--- src/rtl/quadrature_pkg.sv ---
// Shared encodings for the quadrature step requester:
// request-state values and Gray-decode step classes.
package quadrature_pkg;

    typedef enum logic [1:0] {
        IDLE     = 2'b00,
        UP_REQ   = 2'b01,
        DOWN_REQ = 2'b10
    } req_state_t;

    typedef enum logic [1:0] {
        STEP_NONE = 2'b00,
        STEP_FWD  = 2'b01,
        STEP_BAD  = 2'b10,
        STEP_REV  = 2'b11
    } step_t;

    // Forward order is 00 -> 01 -> 11 -> 10 -> 00
    function automatic step_t gray_decode(
        input logic [1:0] prev,
        input logic [1:0] cur
    );
        step_t s;
        case ({prev, cur})
            4'b0001, 4'b0111,
            4'b1110, 4'b1000: s = STEP_FWD;
            4'b0100, 4'b1101,
            4'b1011, 4'b0010: s = STEP_REV;
            4'b0011, 4'b1100,
            4'b0110, 4'b1001: s = STEP_BAD;
            default:          s = STEP_NONE;
        endcase
        return s;
    endfunction

endpackage

--- src/rtl/sync_bit.sv ---
// Reset-to-zero flop chain bringing one asynchronous
// bit into the clock domain.
module sync_bit #(
    parameter int STAGES = 2
) (
    input  logic clock,
    input  logic reset,
    input  logic d,
    output logic q
);

    logic [STAGES-1:0] chain;

    always_ff @(posedge clock or posedge reset) begin
        if (reset)
            chain <= '0;
        else
            chain <= {chain[STAGES-2:0], d};
    end

    assign q = chain[STAGES-1];

endmodule

--- src/rtl/quadrature_step_requester.sv ---
// Quadrature decoder that banks steps in a saturating
// counter and replays them over a req/ack handshake.
module quadrature_step_requester
    import quadrature_pkg::*;
#(
    parameter int SYNC_STAGES   = 2,
    parameter int PENDING_WIDTH = 4
) (
    input  logic                     clock,
    input  logic                     reset,
    input  logic                     quadA,
    input  logic                     quadB,
    input  logic                     upAck,
    input  logic                     downAck,
    output logic                     up,
    output logic                     down,
    output logic [PENDING_WIDTH-1:0] pending,
    output logic                     overflow,
    output logic                     glitch
);

    localparam int W = PENDING_WIDTH;

    logic              a_sync;
    logic              b_sync;
    logic [1:0]        prev_ab;
    step_t             step;
    req_state_t        state;
    logic signed [W-1:0] pend_q;
    logic signed [W-1:0] pend_base;
    logic signed [W-1:0] pend_next;
    logic signed [W:0]   step_ext;
    logic signed [W:0]   sum;
    logic              sat;
    logic              pos;
    logic              neg;
    logic              issue_up;
    logic              issue_down;

    sync_bit #(.STAGES(SYNC_STAGES)) u_sync_a (
        .clock (clock),
        .reset (reset),
        .d     (quadA),
        .q     (a_sync)
    );

    sync_bit #(.STAGES(SYNC_STAGES)) u_sync_b (
        .clock (clock),
        .reset (reset),
        .d     (quadB),
        .q     (b_sync)
    );

    assign step = gray_decode(prev_ab, {a_sync, b_sync});

    always_comb begin
        step_ext = '0;
        case (step)
            STEP_FWD: step_ext = {{W{1'b0}}, 1'b1};
            STEP_REV: step_ext = '1;
            default:  step_ext = '0;
        endcase
    end

    // A wrapped sign bit means the step would leave the range
    assign sum       = {pend_q[W-1], pend_q} + step_ext;
    assign sat       = sum[W] ^ sum[W-1];
    assign pend_base = sat ? pend_q : sum[W-1:0];

    assign pos = !pend_q[W-1] && (|pend_q);
    assign neg = pend_q[W-1];

    assign issue_up   = pos && ((state == IDLE) ||
                        (state == UP_REQ && upAck));
    assign issue_down = neg && ((state == IDLE) ||
                        (state == DOWN_REQ && downAck));

    always_comb begin
        pend_next = pend_base;
        if (issue_up)
            pend_next = pend_base - {{(W-1){1'b0}}, 1'b1};
        else if (issue_down)
            pend_next = pend_base + {{(W-1){1'b0}}, 1'b1};
    end

    always_ff @(posedge clock or posedge reset) begin
        if (reset) begin
            prev_ab  <= 2'b00;
            pend_q   <= '0;
            overflow <= 1'b0;
            glitch   <= 1'b0;
        end else begin
            prev_ab <= {a_sync, b_sync};
            pend_q  <= pend_next;
            if (sat)
                overflow <= 1'b1;
            if (step == STEP_BAD)
                glitch <= 1'b1;
        end
    end

    always_ff @(posedge clock or posedge reset) begin
        if (reset) begin
            state <= IDLE;
            up    <= 1'b0;
            down  <= 1'b0;
        end else begin
            unique case (state)
                IDLE: begin
                    if (pos) begin
                        state <= UP_REQ;
                        up    <= 1'b1;
                    end else if (neg) begin
                        state <= DOWN_REQ;
                        down  <= 1'b1;
                    end
                end
                UP_REQ: begin
                    if (upAck && !pos) begin
                        state <= IDLE;
                        up    <= 1'b0;
                    end
                end
                DOWN_REQ: begin
                    if (downAck && !neg) begin
                        state <= IDLE;
                        down  <= 1'b0;
                    end
                end
                default: begin
                    state <= IDLE;
                    up    <= 1'b0;
                    down  <= 1'b0;
                end
            endcase
        end
    end

    assign pending = pend_q;

endmodule

--- config.mk ---
export PLATFORM = sky130hd
export DESIGN_NAME = quadrature_step_requester
export DESIGN_NICKNAME = d
export VERILOG_FILES = /design/src/rtl/quadrature_pkg.sv /design/src/rtl/sync_bit.sv /design/src/rtl/quadrature_step_requester.sv
export SDC_FILE = /design/constraint.sdc
export NUM_CORES = 1
export LEC_CHECK = 0
export BUFFER_PORTS_ARGS = -buffer_cell sky130_fd_sc_hd__buf_2
export CAP_MARGIN = 20
export CORE_AREA = 2 2 52 54
export DETAILED_ROUTE_END_ITERATION = 10
export DIE_AREA = 0 0 54 56
export SYNTH_ARGS = -nofsm -noshare
export SYNTH_HDL_FRONTEND = slang
export SYNTH_SLANG_ARGS = --single-unit
export TNS_END_PERCENT = 20
--- constraint.sdc ---
create_clock -name clock -period 4.1 [get_ports clock]
set_clock_uncertainty 0.1 [all_clocks]
set_input_delay 0.41 -clock clock [delete_from_list [all_inputs] [get_ports clock]]
set_output_delay 0.41 -clock clock [all_outputs]
set_load 0.01 [all_outputs]
### Word-level counts from Yosys, hierarchy flattened

Memory sizes are Yosys's and may differ from the RTL's.
Cells that the tools add are included.
Widths: inputs -> output; s select.

* $add $sub $neg: 3
* equality and inequality tests: 11
* multiplexer cells: 16
* bitwise operators: 3
* reductions and logical operators: 16

Operators with widths (number)
* $mux 4: 3
* $pmux 5 s2: 1
* $mux 2: 4
* $logic_and 1x1->1: 7
* $eq 2x2->1 const B: 3
* $ne 2x2->1 const B: 3
* $pmux 1 s3: 2
* $pmux 2 s3: 1
* $reduce_and 3->1: 2
* $add 5x5->5: 1
* $mux 1: 5
* $add 4x1->4 const B: 1
* $eq 2x1->1 const B: 2
* $ne 2x1->1 const B: 2
* $reduce_and 4->1: 1
* $reduce_or 4->1: 1
* $sub 4x1->4 const B: 1
* $ne 3x3->1 const B: 1
* $logic_not 1->1: 2
* $logic_not 2->1: 1
* $logic_or 1x1->1: 2
* $not 1->1: 2
* $xor 1x1->1: 1

* flip-flop bits (word level): 16
* bits in read-only memories: 32
* input bits: 6
* output and inout bits: 8
* logic and storage cells: 59
* memories: 1

Memories
* (name not given): depth 16, width 2, read ports 1, clocked after memory_dff 0, write ports 0, line quadrature_pkg.sv:24 `case ({prev, cur})`

### Longest topological paths before layout

Gate-level depths: netlist (run 1).
An unclocked memory read counts as a cell.

* depth in word-level cells: 9
* mapped depth: 12

### Hierarchy

A second synthesis (run 1) with hierarchy kept.

* cell total of the unflattened synthesis: 94
* area, all modules: 938.4 um^2

Modules (own cells, without submodules)
* quadrature_step_requester: times used 1, cells each 88, area each 830.8 um^2
* sync_bit: times used 2, cells each 3, area each 53.8 um^2

### Worst setup path before layout (run 1)

OpenSTA, ideal clock, no wires.

* path type: reg2reg
* start: reg u_sync_a.chain[1]
* end: reg pend_q[1], in the netlist pending[1]
* setup time: 0.120 ns
* arrival: 2.840 ns
* required time: 3.880 ns
* slack: 1.040 ns
* stages on the path, launching flop included: 13
* path buffers: 0
* period minus slack after synthesis: 3.060 ns
* cells stage by stage: dfrtp_1 > xor2_1 > xor2_1 > ha_1 > ha_1 > nand2_1 > xor2_1 > a32oi_2 > mux2i_1 > inv_1 > ha_1 > nor2_1 > a41o_1

* cells in the longest elaborated chain, start to end: 9

RTL lines
* start: declaration: line sync_bit.sv:12 `logic [STAGES-1:0] chain;`
* start signal: assignment: line sync_bit.sv:18 `chain <= {chain[STAGES-2:0], d};`
* $mem_v2 16x2 *
* $eq 2x2->1 / $eq 2x1->1 (equally long branches): line quadrature_step_requester.sv:58 `case (step)`
* $pmux 5 s2 *: line quadrature_step_requester.sv:58
* $add 5x5->5 *: line quadrature_step_requester.sv:66 `assign sum = {pend_q[W-1], pend_q} + step_ext;`
* $xor 1x1->1: line quadrature_step_requester.sv:67 `assign sat = sum[W] ^ sum[W-1];`
* $mux 4 *: line quadrature_step_requester.sv:68 `assign pend_base = sat ? pend_q : sum[W-1:0];`
* $add 4x1->4: line quadrature_step_requester.sv:83 `pend_next = pend_base + {{(W-1){1'b0}}, 1'b1};`
* $mux 4: line quadrature_step_requester.sv:82 `else if (issue_down)`
* $mux 4 *: line quadrature_step_requester.sv:80 `if (issue_up)`
* net pend_next[1]: line quadrature_step_requester.sv:31 `logic signed [W-1:0] pend_next;`
* end signal: assignment: line quadrature_step_requester.sv:94 `pend_q <= pend_next;`
* end: declaration: line quadrature_step_requester.sv:29 `logic signed [W-1:0] pend_q;`

Mark *: on every way through the listed nets, which the timed path passes. The rest lies on a longest branch.
A chain may end at the register's enable or synchronous reset.

### Worst setup path after layout (run 1)

* start: reg u_sync_a.chain[1]
* end: reg pend_q[2], in the netlist pending[2]

Same word-level chain as after synthesis.

==> flow_metrics.env, run 1 <==
export IMPL_outcome="complete, no violations"
export IMPL_num_io_pins=14
export IMPL_synthMuxAreaShare=0.0215
export IMPL_wl_um=1800
export IMPL_dieHeight_um=56
export IMPL_drive_gt1_frac=0.189
export IMPL_startpoint="u_sync_a.chain[1]"
export IMPL_syn_area_sq_um=932
export IMPL_cap_violations=0
export IMPL_core_area_sq_um=2430
export IMPL_final_common_cell="dfrtp_1"
export IMPL_synth_compound_area_share=0.181
export IMPL_fmax_ghz=0.288
export IMPL_fin_tns_setup_ns=0
export IMPL_cts_buffers=3
export IMPL_post_route_period_util=0.848
export IMPL_yosysUniqueCellTypes=37
export IMPL_crit_arrival_ns=3.59
export IMPL_ys_warn_count=0
export IMPL_start_util=0.383
export IMPL_regToRegSetupSlack_ns=0.62
export IMPL_ctsHoldBuffers=0
export IMPL_cts_sinks=16
export IMPL_wl_per_cell_um=12.8
export IMPL_cts_tree="done"
export IMPL_vias=766
export IMPL_startpoint_type="flop"
export IMPL_insertion_delay_ns=0.28
export IMPL_postSynthCellCount=97
export IMPL_min_path_type="input port to asynchronous set/reset pin"
export IMPL_grt_util_met3=0.0161
export IMPL_slew_headroom=0.603
export IMPL_grt_max_degree=17
export IMPL_final_cell_mix="16 x dfrtp_1, 13 x buf_2, 8 x inv_1, 8 x nor2_1, 8 x nand2_1"
export IMPL_slew_violations=0
export IMPL_seq_area_frac_synth=0.430
export IMPL_required_ns=4.21
export IMPL_root_buffer="clkbuf_4"
export IMPL_use_met2=0.242
export IMPL_endpoint_kind="flop"
export IMPL_syn_num_nets=106
export IMPL_setup_violations_final=0
export IMPL_row_count=18
export IMPL_synth_top_family_by_area="compound AO/OA/AOI/OAI gates"
export IMPL_ir_drop_mv=0.415
export IMPL_r2r_start="u_sync_a.chain[1]"
export IMPL_post_cts_buffers=0
export IMPL_path_max_fanout=8
export IMPL_cts_max_level=1
export IMPL_hold_viol=0
export IMPL_grtUsageMet1=0.175
export IMPL_place_hpwl_um=1420
export IMPL_port_buffers=13
export IMPL_synth_xor_area_share=0.103
export IMPL_yosys_area_share_simple=0.176
export IMPL_rsz0062_at_grt="false"
export IMPL_synthAdderAreaFrac=0.0403
export IMPL_grt_busiest_layer="met2"
export IMPL_cts_resized=0
export IMPL_antenna_cells=0
export IMPL_fin_nets=121
export IMPL_die_width_um=54
export IMPL_via_per_inst=5.43
export IMPL_ys_seq_elements=16
export IMPL_tightest_slew_ns=0.595
export IMPL_multi_input_area_sq_um=487
export IMPL_grt_usage=0.142
export IMPL_grt_overflow=0
export IMPL_syn_to_final_growth_pct=13.3
export IMPL_cts_buffer_depth=2
export IMPL_powerDensity_nw_per_um2=711
export IMPL_die_area_sq_um=3020
export IMPL_p_leak_nw=0.483
export IMPL_dr_pass1_iters=4
export IMPL_globalplace_congestion=0.796
export IMPL_regArea_sq_um=400
export IMPL_post_route_drc_count=0
export IMPL_period_minus_slack_ns=3.48
export IMPL_critPathKind="flop to flop"
export IMPL_drt_iter0_markers=28
export IMPL_fill_cells=248
export IMPL_clk_pin_slew_ns=0.09
export IMPL_drtAntennaViolNets=0
export IMPL_antenna_found_initial=0
export IMPL_grt_pass1_vias=773
export IMPL_timing_hold_ws_ns=0.0751
export IMPL_grt_pass1_wl_um=3220
export IMPL_synth_area_per_cell_sq_um=9.61
-- cell type report --
| cell class | instances | area share |
|---|---|---|
| Timing Repair Buffer | 13 | 0.0616 |
| Tap cell | 30 | 0.0355 |
| Inverter | 8 | 0.0284 |
| Sequential cell | 16 | 0.379 |
| Clock buffer | 4 | 0.0344 |
| Multi-Input combinational cell | 70 | 0.461 |
-- critical path, stage by stage, from the launching register on --
cell and delay, ns:
dfrtp_1 0.44, xor2_1 0.24, xor2_1 0.21, ha_1 0.34, ha_1 0.31, nand2_1 0.11, xor2_1 0.17, a32oi_2 0.36
mux2i_1 0.47, inv_1 0.09, ha_1 0.20, a32oi_1 0.20, xor2_1 0.17
-- logic make-up after synthesis --
family / after synthesis
adders and majority gates: 3
xor gates and xnor gates: 11
and+or+nand+nor: 32
buffers and inverters: 11
DFF: 16
muxes: 2
AOI/OAI and AO/OA: 22
-- power by group --
| part | internal, mW | switching [mW] |
|---|---|---|
| combinational | 0.168 | 0.218 |
| clock | 0.0540 | 0.0475 |
| sequential | 0.202 | 0.0616 |
-- metal layers --
layer | vias up | part of all wire
li1 | 369 | -
met1 | 372 | 0.43
met2 | 23 | 0.53
met3 | 2 | 0.038
met4 | 0 | 0.0072
met5 | - | 0
-- sequential cells by signal, summed over array words and instances, names as in the netlist --
register and count:
up 1, pending 4, state 2, down 1, u_sync_a.chain 2, prev_ab 2, glitch 1, u_sync_b.chain 2
overflow 1
-- final timing paths --
path,depth (start not counted),endpoint
max in group asynchronous,2,prev_ab[1]
max,12,pending[2]
min in group clock,1,u_sync_a.chain[0]
min,2,state[1]
max reg2reg,12,pending[2]
min reg2reg,0,u_sync_a.chain[1]
-- Yosys cell counts, drive strengths merged --
cell     instances  area share
dfrtp           16        0.43
inv              8       0.032
nand2            8       0.032
nor2             8       0.032
xor2             7       0.066
a21oi            5       0.027
o21ai            4       0.021
xnor2            4       0.038
buf              3       0.016
ha               3       0.040
nor2b            3       0.020
a32oi            2       0.027
mux2i            2       0.021
nand4            2       0.013
nor3             2       0.011
a211oi           1      0.0081
a21o             1      0.0081
a2bb2oi          1      0.0094
a311o            1       0.011
a31o             1      0.0094
a41o             1       0.011
and2             1      0.0067
nand2b           1      0.0067
nand3b           1      0.0081
nand4b           1      0.0094
nor4             1      0.0067
o211ai           1      0.0081
o21a             1      0.0081
o22ai            1      0.0067
o32ai            1      0.0094
o41ai            1       0.017
or2              1      0.0067
or2b             1      0.0081
or3              1      0.0067
or4              1      0.0081
-- through the flow --
step | std cells | total power [mW] | worst slack (ns) | utilization | area (sq um)
CTS | 141 | 0.755 | 0.622 | 0.434 | 1060
global placement | 137 | 0.645 | 0.747 | 0.419 | 1020
detailed placement | 137 | 0.651 | 0.644 | 0.419 | 1020
floorplan | 97 | 0.558 | 1.04 | - | 932
global route | 141 | 0.827 | 0.317 | 0.434 | 1060
finish | 141 | 0.751 | 0.622 | 0.434 | 1060
No activity file was read; power rests on OpenSTA's default activity.
==> run 2: changes to the inputs <==
clock period = 3.6 ns   (was 4.1 ns; I/O delays follow)
==> run 2 against run 1 <==
Global-route usage decreased by 0.35 points. Register-to-register slack got worse by 0.30 ns. Cell count increased by 0.71%. Clock power increased by 16%. Non-clock buffer count increased by 1.
==> flow_metrics.env, run 2 (synthesis results as in run 1) <==
export IMPL_final_cell_mix="16 x dfrtp_1, 13 x buf_2, 8 x inv_1, 8 x nor2_1, 8 x nand2_1"
export IMPL_fin_tns_setup_ns=0
export IMPL_port_buffers=13
export IMPL_insertion_delay_ns=0.29
export IMPL_timing_final_ws_setup_ns=0.317
export IMPL_syn_to_final_growth_pct=14.8
export IMPL_cts_resized=0
export IMPL_cap_violations=0
export IMPL_worstPathCellList="xor2_1, xor2_1, ha_2, ha_1, nand2_1, xor2_1, a32oi_2, mux2i_2, inv_1, ha_1, a32oi_1, xor2_1"
export IMPL_largest_reg_flops=4
export IMPL_min_path_type="input port to asynchronous set/reset pin"
export IMPL_required_ns=3.72
export IMPL_p_leak_nw=0.482
export IMPL_fill_cells=235
export IMPL_drive_gt1_frac=0.214
export IMPL_crit_arrival_ns=3.40
export IMPL_tightest_slew_ns=0.612
export IMPL_dr_pass1_iters=4
export IMPL_powerDensity_nw_per_um2=820
export IMPL_slew_violations=0
export IMPL_cts_buffer_depth=2
export IMPL_r2r_start="u_sync_b.chain[1]"
export IMPL_via_per_inst=5.32
export IMPL_period_minus_slack_ns=3.28
export IMPL_timing_critical_path_buf_inv=1
export IMPL_grt_max_degree=17
export IMPL_die_width_um=54
export IMPL_cpLargestDelayFamily="XOR/XNOR gates"
export IMPL_wl_um=1820
export IMPL_cts_sinks=16
export IMPL_endpoint_kind="flop"
export IMPL_post_route_drc_count=0
export IMPL_drt_iter0_markers=13
export IMPL_rr_endpoint="pending[2]"
export IMPL_critPathMostFrequentCell="xor2_1"
export IMPL_grt_usage=0.138
export IMPL_dieHeight_um=56
export IMPL_regToRegSetupSlack_ns=0.32
export IMPL_finalPower_mw=0.877
export IMPL_placed_area_sq_um=1030
export IMPL_fin_nets=122
export IMPL_crit_path_max_incr_delay_ns=0.45
export IMPL_post_route_period_util=0.912
export IMPL_core_area_sq_um=2430
export IMPL_clk_pin_slew_ns=0.10
export IMPL_finish_instance_area_sq_um=1070
export IMPL_cpMaxStageDelayCell="dfrtp_1"
export IMPL_num_io_pins=14
export IMPL_drtAntennaViolNets=0
export IMPL_cts_buffers=3
export IMPL_place_hpwl_um=1390
export IMPL_outcome="complete, no violations"
export IMPL_slew_headroom=0.592
export IMPL_dp_cells=138
export IMPL_setup_violations_final=0
export IMPL_reg2reg_depth=12
export IMPL_fmax_ghz=0.305
export IMPL_wl_per_cell_um=12.8
export IMPL_final_common_cell="dfrtp_1"
export IMPL_startpoint="u_sync_b.chain[1]"
export IMPL_path_max_fanout=8
export IMPL_cts_max_level=1
export IMPL_post_cts_buffers=0
export IMPL_hold_viol=0
export IMPL_critPathKind="flop to flop"
export IMPL_root_buffer="clkbuf_4"
export IMPL_ctsHoldBuffers=0
export IMPL_globalplace_congestion=0.790
export IMPL_antenna_found_initial=0
export IMPL_cts_tree="done"
export IMPL_antenna_cells=0
export IMPL_startpoint_type="flop"
export IMPL_grt_pass1_wl_um=3080
export IMPL_row_count=18
export IMPL_pre_cts_ws_ns=0.226
export IMPL_fin_cells=142
export IMPL_die_area_sq_um=3020
export IMPL_ir_drop_mv=0.494
export IMPL_rsz0062_at_grt="false"
export IMPL_grt_overflow=0
export IMPL_vias=756
export IMPL_grt_pass1_vias=707
export IMPL_start_util=0.383
==> run 2: cell count changes in the layout (fill, tap and decap cells not counted) <==
| cell | change |
|---|---|
| buf_4 | +1 |
| ha_1 | -1 |
| ha_2 | +1 |
| mux2i_1 | -1 |
| mux2i_2 | +1 |
==> run 2: worst reg2reg max path, stage by stage (launching register included) <==
cell and delay [ns]:
dfrtp_1 0.45, xor2_1 0.25, xor2_1 0.22, ha_2 0.30, ha_1 0.29, nand2_1 0.09
xor2_1 0.16, a32oi_2 0.38, mux2i_2 0.35, inv_1 0.08, ha_1 0.19, a32oi_1 0.19
xor2_1 0.17
==> run 2: through the flow <==
stage,utilization,hold slack (ns)
global route,0.440,0.0559
CTS,0.437,0.0502
finish,0.440,0.0292
global placement,0.422,0.231
detailed placement,0.422,0.235
floorplan,-,0.174
==> run 2: worst max path at each step <==
stage	end	cells past startpoint	slack, ns
after floorplan	pending[1]	12	0.54
final	pending[2]	12	0.32
after global routing	pending[2]	12	0.05
after detailed placement	pending[2]	12	0.23
after CTS	pending[2]	12	0.20
after global placement	pending[1]	12	0.33
==> run 2: per-layer routing <==
layer	share of wire	wire [um]	vias up	GRT usage
met5	0	0	-	0
met4	0.021	38	0	0.0750
met3	0.027	49	4	0.0161
met2	0.49	898	16	0.214
met1	0.46	834	366	0.182
li1	-	-	370	-
==> run 2: cell type report <==
type / instances / area, sq um / share of cell area
Timing Repair Buffer: 14 / 72.6 / 0.0678
Inverter: 8 / 30.0 / 0.0281
Multi-Input combinational cell: 70 / 493 / 0.461
Sequential cell: 16 / 400 / 0.374
Clock buffer: 4 / 36.3 / 0.0339
Tap cell: 30 / 37.5 / 0.0351
==> run 2: report_power, final <==
group / leakage, nW / internal [mW] / switching, mW
Clock: 0.0210 / 0.0616 / 0.0566
Sequential: 0.182 / 0.230 / 0.0720
Combinational: 0.279 / 0.211 / 0.247
Total: 0.482 / 0.502 / 0.376
==> run 3: changes to the inputs <==
CORE_AREA = 2 2 45 47   (was 2 2 52 54)
DIE_AREA = 0 0 47 49   (was 0 0 54 56)
PLACE_DENSITY = 0.73   (was not set)
SLEW_MARGIN = 20   (was not set)
==> run 3 against run 2 <==
Via count up 0.93%. Non-clock buffer count did not move. Fmax shrank 1.7%. Clock power decreased by 3%. Critical path depth stayed put. Routed wire length is 2.9% lower. Register-to-register slack got worse by 0.06 ns. Largest power group unchanged. Highest routed layer unchanged.
==> flow_metrics.env, run 3 (synthesis results as in run 1) <==
export IMPL_largest_reg_flops=4
export IMPL_finish_instance_area_sq_um=1080
export IMPL_port_buffers=13
export IMPL_timing_final_ws_setup_ns=0.258
export IMPL_path_max_fanout=8
export IMPL_cts_sinks=16
export IMPL_place_hpwl_um=1380
export IMPL_cts_max_level=1
export IMPL_period_minus_slack_ns=3.34
export IMPL_core_area_sq_um=1840
export IMPL_required_ns=3.67
export IMPL_fin_cells=139
export IMPL_clk_pin_slew_ns=0.09
export IMPL_root_buffer="clkbuf_4"
export IMPL_slew_headroom=0.611
export IMPL_insertion_delay_ns=0.28
export IMPL_wl_per_cell_um=12.7
export IMPL_start_util=0.506
export IMPL_post_route_period_util=0.928
export IMPL_final_cell_mix="16 x dfrtp_1, 13 x buf_2, 8 x inv_1, 8 x nor2_1, 8 x nand2_1"
export IMPL_finalPower_mw=0.890
export IMPL_num_io_pins=14
export IMPL_dieHeight_um=49
export IMPL_row_count=16
export IMPL_drtAntennaViolNets=0
export IMPL_final_common_cell="dfrtp_1"
export IMPL_vias=763
export IMPL_outcome="complete, no violations"
export IMPL_startpoint_type="flop"
export IMPL_pre_cts_ws_ns=0.195
export IMPL_reg2reg_depth=12
export IMPL_via_per_inst=5.49
export IMPL_antenna_cells=0
export IMPL_grt_usage=0.176
export IMPL_cts_buffer_depth=2
export IMPL_grt_max_degree=17
export IMPL_min_path_type="input port to asynchronous set/reset pin"
export IMPL_p_leak_nw=0.479
export IMPL_r2r_start="u_sync_a.chain[1]"
export IMPL_ctsHoldBuffers=0
export IMPL_setup_violations_final=0
export IMPL_die_width_um=47
export IMPL_dp_cells=134
export IMPL_regToRegSetupSlack_ns=0.26
export IMPL_slew_violations=0
export IMPL_cts_buffers=3
export IMPL_wl_um=1770
export IMPL_critPathKind="flop to flop"
export IMPL_endpoint_kind="flop"
export IMPL_drt_iter0_markers=8
export IMPL_rr_endpoint="pending[1]"
export IMPL_startpoint="u_sync_a.chain[1]"
export IMPL_grt_pass1_wl_um=3040
export IMPL_post_route_drc_count=0
export IMPL_ir_drop_mv=0.540
export IMPL_placed_area_sq_um=1020
export IMPL_hold_viol=0
export IMPL_fmax_ghz=0.299
export IMPL_antenna_found_initial=0
export IMPL_crit_arrival_ns=3.41
export IMPL_cap_violations=0
export IMPL_fin_nets=122
export IMPL_drive_gt1_frac=0.214
export IMPL_cts_tree="done"
export IMPL_dr_pass1_iters=4
export IMPL_powerDensity_nw_per_um2=827
export IMPL_grt_pass1_vias=740
export IMPL_die_area_sq_um=2300
export IMPL_tightest_slew_ns=0.583
export IMPL_fin_tns_setup_ns=0
export IMPL_globalplace_congestion=0.858
export IMPL_syn_to_final_growth_pct=15.4
export IMPL_grt_overflow=0
-- run 3: cell counts in the layout (fill, tap and decap cells not counted) --
Identical to the previous run, type by type.
-- run 3: area by class of cell --
type / instances / area, sq um
Sequential cell: 16 / 400
Fill cell: 183 / 766
Multi-Input combinational cell: 70 / 503
Clock buffer: 4 / 36.3
Timing Repair Buffer: 14 / 72.6
Tap cell: 27 / 33.8
Inverter: 8 / 30.0
-- run 3: per-layer routing --
layer,global-route usage,vias to the layer above,wire [um]
li1,-,376,-
met3,0.0111,4,47
met5,0,-,0
met4,0.0833,0,33
met2,0.283,17,948
met1,0.235,366,739
-- run 3: repair_timing --
item / 4_1_cts / 5_1_grt
resized for setup: 0 / 3
endpoints found under the setup margin: 0 / 2
buffers inserted: 0 / 1
-- run 3: metrics by stage --
| stage | util | hold WS [ns] |
|---|---|---|
| finish | 0.584 | 0.0307 |
| global route | 0.584 | 0.0752 |
| CTS | 0.571 | 0.0497 |
| detailed placement | 0.552 | 0.237 |
| global placement | 0.552 | 0.234 |
| floorplan | - | 0.174 |
-- run 3: how the worst max path moves through the flow --
| stage | to | slack (ns) |
|---|---|---|
| after detailed placement | pending[1] | 0.20 |
| after CTS | pending[1] | 0.16 |
| final | pending[1] | 0.26 |
| after floorplan | pending[1] | 0.54 |
| after global placement | pending[1] | 0.32 |
| after global routing | pending[2] | -0.02 |
-- run 3: report_power, final --
part | total (mW) | switching [mW] | leakage [nW] | internal (mW)
logic | 0.473 | 0.260 | 0.276 | 0.213
clock network | 0.114 | 0.0530 | 0.0210 | 0.0614
registers | 0.302 | 0.0727 | 0.182 | 0.230
-- run 3: worst max-delay path: stages, from the launching register on --
cell     delay, ns
dfrtp_1       0.44
xor2_1        0.24
xor2_1        0.19
ha_1          0.33
ha_1          0.30
nand2_1       0.09
xor2_1        0.16
a32oi_2       0.40
mux2i_2       0.38
inv_1         0.08
ha_1          0.28
nor2_1        0.04
a41o_1        0.20
